### src/rtl/cqu_mips_pkg.sv
// Shared fetch-path constants and the buffered fetch entry layout.
package cqu_mips_pkg;

  localparam int unsigned DEF_ADDR_W = 32;
  localparam int unsigned DEF_INST_W = 32;
  localparam logic [DEF_ADDR_W-1:0] DEF_RESET_PC = 32'h0040_0000;

  // One decoded-side entry: the address a word was fetched from plus the word.
  typedef struct packed {
    logic [DEF_ADDR_W-1:0] pc;
    logic [DEF_INST_W-1:0] instr;
  } fetch_entry_t;

endpackage

### src/rtl/fetch_fifo.sv
// Synchronous FIFO with synchronous flush and occupancy output.
module fetch_fifo #(
  parameter int unsigned WIDTH = 64,
  parameter int unsigned DEPTH = 4,
  localparam int unsigned AW = $clog2(DEPTH),
  localparam int unsigned CW = AW + 1
) (
  input  logic             clk,
  input  logic             rst,
  input  logic             flush_i,
  input  logic             push_i,
  input  logic [WIDTH-1:0] din_i,
  input  logic             pop_i,
  output logic [WIDTH-1:0] dout_o,
  output logic             empty_o,
  output logic [CW-1:0]    count_o
);

  logic [WIDTH-1:0] mem_q [DEPTH];
  logic [AW-1:0]    wr_q, rd_q;
  logic [CW-1:0]    cnt_q;
  logic             do_push, do_pop;

  // A push into a full FIFO is only accepted when a pop frees a slot the same cycle.
  always_comb begin
    do_pop  = pop_i && (cnt_q != '0);
    do_push = push_i && ((cnt_q != CW'(DEPTH)) || do_pop);
  end

  // Pointer and occupancy bookkeeping; flush wins over push/pop.
  always_ff @(posedge clk or posedge rst) begin
    if (rst) begin
      wr_q  <= '0;
      rd_q  <= '0;
      cnt_q <= '0;
    end else if (flush_i) begin
      wr_q  <= '0;
      rd_q  <= '0;
      cnt_q <= '0;
    end else begin
      if (do_push) wr_q <= wr_q + AW'(1);
      if (do_pop)  rd_q <= rd_q + AW'(1);
      cnt_q <= cnt_q + CW'(do_push) - CW'(do_pop);
    end
  end

  // Storage array; contents need no reset since occupancy gates visibility.
  always_ff @(posedge clk) begin
    if (do_push && !flush_i) mem_q[wr_q] <= din_i;
  end

  assign dout_o  = mem_q[rd_q];
  assign empty_o = (cnt_q == '0);
  assign count_o = cnt_q;

endmodule

### src/rtl/fetch_unit.sv
// Instruction fetch: issues word-aligned requests under a credit limit,
// tags in-order responses with their PC and buffers them for decode.
module fetch_unit
  import cqu_mips_pkg::*;
#(
  parameter int unsigned ADDR_W = DEF_ADDR_W,
  parameter int unsigned INST_W = DEF_INST_W,
  parameter int unsigned DEPTH = 4,
  parameter logic [ADDR_W-1:0] RESET_PC = ADDR_W'(DEF_RESET_PC)
) (
  input  logic              clk,
  input  logic              rst,
  input  logic              redirect,
  input  logic [ADDR_W-1:0] redirect_pc,
  output logic              imem_req,
  output logic [ADDR_W-1:0] imem_addr,
  input  logic              imem_gnt,
  input  logic              imem_rvalid,
  input  logic [INST_W-1:0] imem_rdata,
  output logic              if_valid,
  output logic [ADDR_W-1:0] if_pc,
  output logic [INST_W-1:0] if_instr,
  input  logic              id_ready
);

  localparam int unsigned CW = $clog2(DEPTH) + 1;
  localparam logic [ADDR_W-1:0] RESET_AL = {RESET_PC[ADDR_W-1:2], 2'b00};
  localparam logic [ADDR_W-1:0] WORD = ADDR_W'(4);

  typedef struct packed {
    logic [ADDR_W-1:0] pc;
    logic [INST_W-1:0] instr;
  } entry_t;

  logic [ADDR_W-1:0] pc_q, resp_pc_q, target;
  logic [CW-1:0]     out_q, drop_q, fifo_cnt;
  logic [CW:0]       inflight;
  logic              grant, rsp_ok, keep, pop, fifo_empty;
  entry_t            push_ent, head_ent;
  logic              unused_pc_lsb;

  assign unused_pc_lsb = ^redirect_pc[1:0];

  // Credit and handshake decode; responses with nothing outstanding are ignored.
  always_comb begin
    target   = {redirect_pc[ADDR_W-1:2], 2'b00};
    inflight = {1'b0, fifo_cnt} + {1'b0, out_q};
    imem_req = !rst && !redirect && (inflight < (CW+1)'(DEPTH));
    grant    = imem_req && imem_gnt;
    rsp_ok   = imem_rvalid && (out_q != '0);
    keep     = rsp_ok && !redirect && (drop_q == '0);
    pop      = if_valid && id_ready;
    push_ent = '{pc: resp_pc_q, instr: imem_rdata};
  end

  // Request/response PCs, outstanding count and stale-response drop counter.
  // On redirect every response still outstanding (minus one retiring now) is stale.
  always_ff @(posedge clk or posedge rst) begin
    if (rst) begin
      pc_q      <= RESET_AL;
      resp_pc_q <= RESET_AL;
      out_q     <= '0;
      drop_q    <= '0;
    end else begin
      out_q <= out_q + CW'(grant) - CW'(rsp_ok);
      if (redirect) begin
        pc_q      <= target;
        resp_pc_q <= target;
        drop_q    <= out_q - CW'(rsp_ok);
      end else begin
        if (grant) pc_q <= pc_q + WORD;
        if (keep)  resp_pc_q <= resp_pc_q + WORD;
        if (rsp_ok && (drop_q != '0)) drop_q <= drop_q - CW'(1);
      end
    end
  end

  fetch_fifo #(
    .WIDTH ($bits(entry_t)),
    .DEPTH (DEPTH)
  ) u_fifo (
    .clk     (clk),
    .rst     (rst),
    .flush_i (redirect),
    .push_i  (keep),
    .din_i   (push_ent),
    .pop_i   (pop),
    .dout_o  (head_ent),
    .empty_o (fifo_empty),
    .count_o (fifo_cnt)
  );

  assign imem_addr = pc_q;
  assign if_valid  = !fifo_empty;
  assign if_pc     = if_valid ? head_ent.pc    : '0;
  assign if_instr  = if_valid ? head_ent.instr : '0;

endmodule

### config.mk
export PLATFORM = sky130hd
export DESIGN_NAME = fetch_unit
export DESIGN_NICKNAME = d
export VERILOG_FILES = /design/src/rtl/cqu_mips_pkg.sv /design/src/rtl/fetch_fifo.sv /design/src/rtl/fetch_unit.sv
export SDC_FILE = /design/constraint.sdc
export NUM_CORES = 1
export LEC_CHECK = 0
export ABC_CLOCK_PERIOD_IN_PS = 3000
export BUFFER_PORTS_ARGS = -buffer_cell sky130_fd_sc_hd__buf_2
export CAP_MARGIN = 20
export CORE_MARGIN = 2
export CORE_UTILIZATION = 41
export CTS_CLUSTER_DIAMETER = 150
export DETAILED_ROUTE_END_ITERATION = 12
export PLACE_DENSITY = 0.65
export REMOVE_ABC_BUFFERS = 1
export SLEW_MARGIN = 20
export SYNTH_ARGS = -nofsm -noshare
export SYNTH_HDL_FRONTEND = slang
export SYNTH_SLANG_ARGS = --single-unit
### constraint.sdc
create_clock -name clk -period 3 [get_ports clk]
set_input_delay 0.3 -clock clk [delete_from_list [all_inputs] [get_ports clk]]
set_output_delay 0.3 -clock clk [all_outputs]
set_load 0.005 [all_outputs]
# After elaboration in Yosys (flattened, before gate mapping)

Memories as Yosys holds them, arrays and structs flattened.
Cells that the tools add are included.

Flip-flop bits (word level): 77
Bits in latches: 0
RAM bits: 256
Memory bits (read-only): 0
Output and inout port bits: 98
Memories kept: 1

Memories:

| name         | words | width | rd ports | clocked after Yosys merged registers in | write ports | RTL line         | RTL |
|---|---|---|---|---|---|---|---|
| u_fifo.mem_q | 4     | 64    | 1        | 0                                       | 1           | fetch_fifo.sv:19 | `logic [WIDTH-1:0] mem_q [DEPTH];` |

Add/subtract/negate cells: 11
Multiply operators: 0
Divide/modulo/power cells: 0
$lt $le $gt $ge: 1
Equal/unequal tests: 1
Shift operators: 0
Mux-type cells: 15
Bitwise operators: 0
Reductions and logical operators: 25

Operators with widths:

| cell                  | number |
|---|---|
| $mux 32               | 6 |
| $add 32x3->32 const B | 2 |
| $logic_and 1x1->1     | 11 |
| $reduce_bool 2->1     | 5 |
| $mux 3                | 3 |
| $reduce_bool 3->1     | 3 |
| $sub 3x1->3           | 3 |
| $mux 2                | 4 |
| $add 3x1->3           | 2 |
| $logic_not 3->1       | 2 |
| $add 2x1->2 const B   | 2 |
| $add 3x3->4           | 1 |
| $lt 4x3->1 const B    | 1 |
| $logic_not 1->1       | 3 |
| $ne 3x3->1 const B    | 1 |
| $sub 3x1->3 const B   | 1 |
| $mux 1                | 2 |
| $logic_or 1x1->1      | 1 |

# Depth between registers and ports, before layout

Word-level depth: 9
Gate-level depth with buffers: 11
Gate-level depth less buffers: 10

# Hierarchy

A second synthesis with hierarchy kept.

Cells, all modules: 870
Area total of the unflattened synthesis: 13,960.9 um2

Modules (own cells, without submodules):

| module     | instances | cells each | area each (um2) | sequential area each (um2) |
|---|---|---|---|---|
| fetch_fifo | 1         | 379        | 9,694.3         | 7,862.5 |
| fetch_unit | 1         | 491        | 4,266.6         | 1,654.1 |

# Worst setup path after synthesis

No wires, ideal clock.

Path type: flip-flop to flip-flop
From: register drop_q[0]
To: memory u_fifo.mem_q[1][0] (enable)
Data arrival time: 2.744 ns
Slack: -0.170 ns
Stages on the path, launching flop included: 6
Period minus slack after synthesis: 3.170 ns
Cell sequence: dfrtp_1 > inv_1 > ha_1 > nand2b_1 > nor4_2 > and2_1

Word-level cells in the longest chain between the ends: 6

RTL lines:

| element                      | RTL line         | RTL |
|---|---|---|
| start, declared              | fetch_unit.sv:36 | `logic [CW-1:0] out_q, drop_q, fifo_cnt;` |
| start signal, assigned       | fetch_unit.sv:69 | `drop_q <= out_q - CW'(rsp_ok);` |
| start signal, assigned       | fetch_unit.sv:73 | `if (rsp_ok && (drop_q != '0)) drop_q <= drop_q - CW'(1);` |
| $logic_not 3->1              | fetch_unit.sv:51 | `keep = rsp_ok && !redirect && (drop_q == '0);` |
| $logic_and 1x1->1            | fetch_unit.sv:51 |  |
| $logic_and 1x1->1            | fetch_fifo.sv:27 | `do_push = push_i && ((cnt_q != CW'(DEPTH)) \|\| do_pop);` |
| $logic_and 1x1->1            | fetch_fifo.sv:49 | `if (do_push && !flush_i) mem_q[wr_q] <= din_i;` |
| $mux 1                       | fetch_fifo.sv:49 |  |
| $mux 1 (implied by the code) | fetch_fifo.sv:49 |  |
| end, declared                | fetch_fifo.sv:19 |  |

Every way passes these cells.

# Final worst setup path

From: register out_q[2]
To: register pc_q[12], in the netlist imem_addr[12]

Word-level cells in the longest chain between the ends: 5

RTL lines:

| element                            | RTL line         | RTL |
|---|---|---|
| start, declared                    | fetch_unit.sv:36 |  |
| start signal, assigned             | fetch_unit.sv:65 | `out_q <= out_q + CW'(grant) - CW'(rsp_ok);` |
| $add 3x3->4                        | fetch_unit.sv:47 | `inflight = {1'b0, fifo_cnt} + {1'b0, out_q};` |
| $lt 4x3->1                         | fetch_unit.sv:48 | `imem_req = !rst && !redirect && (inflight < (CW+1)'(DEPTH));` |
| $logic_and 1x1->1                  | fetch_unit.sv:48 |  |
| $logic_and 1x1->1                  | fetch_unit.sv:49 | `grant = imem_req && imem_gnt;` |
| $reduce_bool 2->1 (no source line) | --               |  |
| end signal, assigned               | fetch_unit.sv:67 | `pc_q <= target;` |
| end signal, assigned               | fetch_unit.sv:71 | `if (grant) pc_q <= pc_q + WORD;` |
| end, declared                      | fetch_unit.sv:35 | `logic [ADDR_W-1:0] pc_q, resp_pc_q, target;` |

Every way passes these cells.
A chain may end at the register's enable or synchronous reset.

==> flow_summary.ini <==
[floorplanning]
floorplan.initialDensity_pct = 41.87
fp.dieH_um = 186.8
die-area_um2 = 34880
fp.coreArea_um2 = 32700
num_rows = 66
die_width_um = 186.8
io_pins = 168

[synthesis]
synth_edf_count = 248
syn_avg_cell_area_um2 = 15.63
ys_seq_area_share_pct = 67.74
synth-async-reset-ratio_pct = 22.74
synth_top_cell_by_area = edfxtp_1
synth_ff_type = edfxtp_1
synth.top_cell.area_share_pct = 54.39
ys_warn_count = 0
ys_types = 51
synth_area_leaders = edfxtp_1 (54%), dfrtp_1 (13%), mux4_2 (10%)
syn_area_um2 = 13690
syn_inst = 876
ys_ff_latch = 321

[clock_tree]
clock_path_buffers = 3
h-tree-depth = 2
clock-sinks = 321
cts-root-buf = clkbuf_16
cts_tree = yes
ctsResizeCount = 0
numCtsBuffers = 36
clock_latency_ns = 0.51
clk_pin_slew_worst_paths_ns = 0.06
cts_setup_buffers = 0
hold_buffers = 29

[layout]
drive_above_1_share_pct = 29.05
ff_latch_area_um2 = 9281
antenna-diode-count = 0
finalNetCount = 1175
final_common_cell = edfxtp_1
n_fill_cell = 2792
mostFrequentLayoutCells = edfxtp_1 (248), buf_2 (161), and2_1 (71)
multiInputGateArea_um2 = 4150
area.growth.synth_to_final_pct = 21.35

[placement]
dp_hpwl_mm = 18.66
globalplace.congestion = 0.8460
place_ws_ns = 0.1975
io_buffers = 161

[route]
top_layer_used = met4
drt_wl_total_mm = 28.97
dr_total_vias = 8087
wire_per_inst_um = 18.64
drt-met1-wl_mm = 13.33
dr.pass1.iters = 4
viasPerCell = 5.204
wl_met3_mm = 1.487
wl_met2_mm = 13.63
postRouteAntennaNets = 0
drt_iter0_drc = 512
drcViolationCount = 0

[global_route]
grt_max_degree = 65
grt_antenna_before_repair = 1
globalRouteOverflowTotal = 0
track_usage_pct = 16.77
grt_pass1_wl_mm = 46.20
grt_pass1_vias = 8178

[worst_setup_path]
crit_path_start_kind = flip-flop
critPathMaxFanout = 19
required_ns = 3.36
regToRegEndpoint = imem_addr[12]
r2r_slack_ns = 0.20
crit_type = flip-flop to flip-flop
end_kind = flip-flop
r2r_start = out_q[2]
cpMostUsedCell = buf_4
crit_chain = ha_1 -> or4_4 -> nor4b_4 -> buf_4 -> nor2_1 -> buf_4 -> o21ai_0 -> o311ai_0
cp.arrival_ns = 3.16
reg2reg_depth = 8
crit_buf_inv = 2
slowest_stage = or4_4
critPathTopFamily = simple AND/OR/NAND/NOR gates
cp_slowest_stage_delay_ns = 0.50

[run]
maxCapViolCount = 0

[power_and_ir_drop]
power_density_nw_per_um2 = 751.5
combPwrFrac_pct = 22.2
power.switching_mw = 3.394
p_leak_nw = 6.033
switching_share_pct = 27.18
p_int_mw = 9.094
ir_worst_vdd_mv = 0.3511
seq_power_share_pct = 43.5
power.total_mw = 12.49
clockPowerShare_pct = 34.3

[timing]
skew_ns = 0.01566
setup-violations-final = 0
slew_viol_final = 0
finalCritPeriodShare_pct = 93.32
worst_pin_slew_ns = 0.8435
max_freq_mhz = 357.2
slew_headroom_pct = 43.56
setup_slack_ns = 0.2005
rsz0062_at_grt = false
final-hold-violation-count = 0
period_needed_ns = 2.800
hold_ws_ns = 0.01797

[min_path]
min_delay_path_depth = 1
hold_start = imem_rdata[22]
hold_class = primary input to flip-flop
min_to = u_fifo.mem_q[2][22]

[run_status]
status = finished, final reports clean
## worst reg2reg max path, stage by stage (launching register included)
cell and delay, ns:
dfrtp_1 0.45, ha_1 0.32, or4_4 0.50, nor4b_4 0.33, buf_4 0.32, nor2_1 0.19, buf_4 0.25, o21ai_0 0.15
o311ai_0 0.14
## flip-flops by register name (all words and copies together) (netlist names)
signal,cells
resp_pc_q,30
u_fifo.rd_q,2
u_fifo.wr_q,2
u_fifo.mem_q,248
drop_q,3
imem_addr,30
out_q,3
u_fifo.count_o,3
## through the flow
step	utilization, %	cell area [um^2]	instances	TNS, ns
after floorplan	-	13510	834	-82.85
after global placement	46.36	15160	1461	0
after detailed placement	46.36	15160	1461	0
after CTS	50.79	16610	1553	0
after global routing	50.82	16620	1554	0
final	50.82	16620	1554	0
## cells in the mapped netlist, drive strengths merged, types with 8 or more instances
cell type and instances:
inv 24, clkbuf 31, nor4 11, o21ai 49
nand3 28, edfxtp 248, and2 76, o311ai 8
xor2 22, dfrtp 71, ha 16, xnor2 19
nor2 27, nand4 30, nor3 10, buf 14
o211ai 9, mux4 62, nand2 60
## per-layer routing
layer / global-route usage (%) / up-vias
met1: 24.10 / 4037
met4: 4.426 / 0
li1: - / 3771
met5: 0 / -
met2: 26.75 / 238
met3: 2.708 / 41
## cell families (layout without fill, tap and decap cells)
family,Yosys count,after routing,share of synthesized area [%]
DFF,321,321,67.74
AOI/OAI and AO/OA,83,83,3.737
adders and majority gates,18,18,1.754
muxes,72,72,10.98
buffers and inverters,69,302,2.111
xor gates and xnor gates,41,41,2.622
and+or+nand+nor,271,271,11.02
other,1,4,0.02739
## power by group through the flow
stage | Combinational, mW | Clock, mW | Sequential, mW
floorplan | 1.59 | 0 | 5.57
global placement | 2.79 | 0 | 5.51
detailed placement | 2.83 | 0 | 5.52
CTS | 2.87 | 4.40 | 5.44
global route | 3.12 | 4.55 | 5.49
finish | 2.77 | 4.28 | 5.43
## how the worst max path moves through the flow
stage                         startpoint            end  slack (ns)  cells after the start
after floorplan           u_fifo.rd_q[0]    if_instr[0]       -0.64                      2
final                           out_q[2]  imem_addr[12]        0.20                      8
after detailed placement        out_q[2]  imem_addr[15]        0.20                      7
after global placement          out_q[2]       out_q[2]        0.23                      9
after CTS                       out_q[2]  imem_addr[15]        0.20                      7
after global routing            out_q[2]  imem_addr[12]        0.05                      8
## area by class of cell
cell class,instances,area share [%]
inverters,24,0.5421
flip-flops and latches,321,55.85
clock inverters,18,1.092
repair buffers,215,8.328
clock buffers,45,5.881
multi-input cells,489,24.98
well taps,442,3.328
Note: power is estimated with default switching activity, not from simulation.
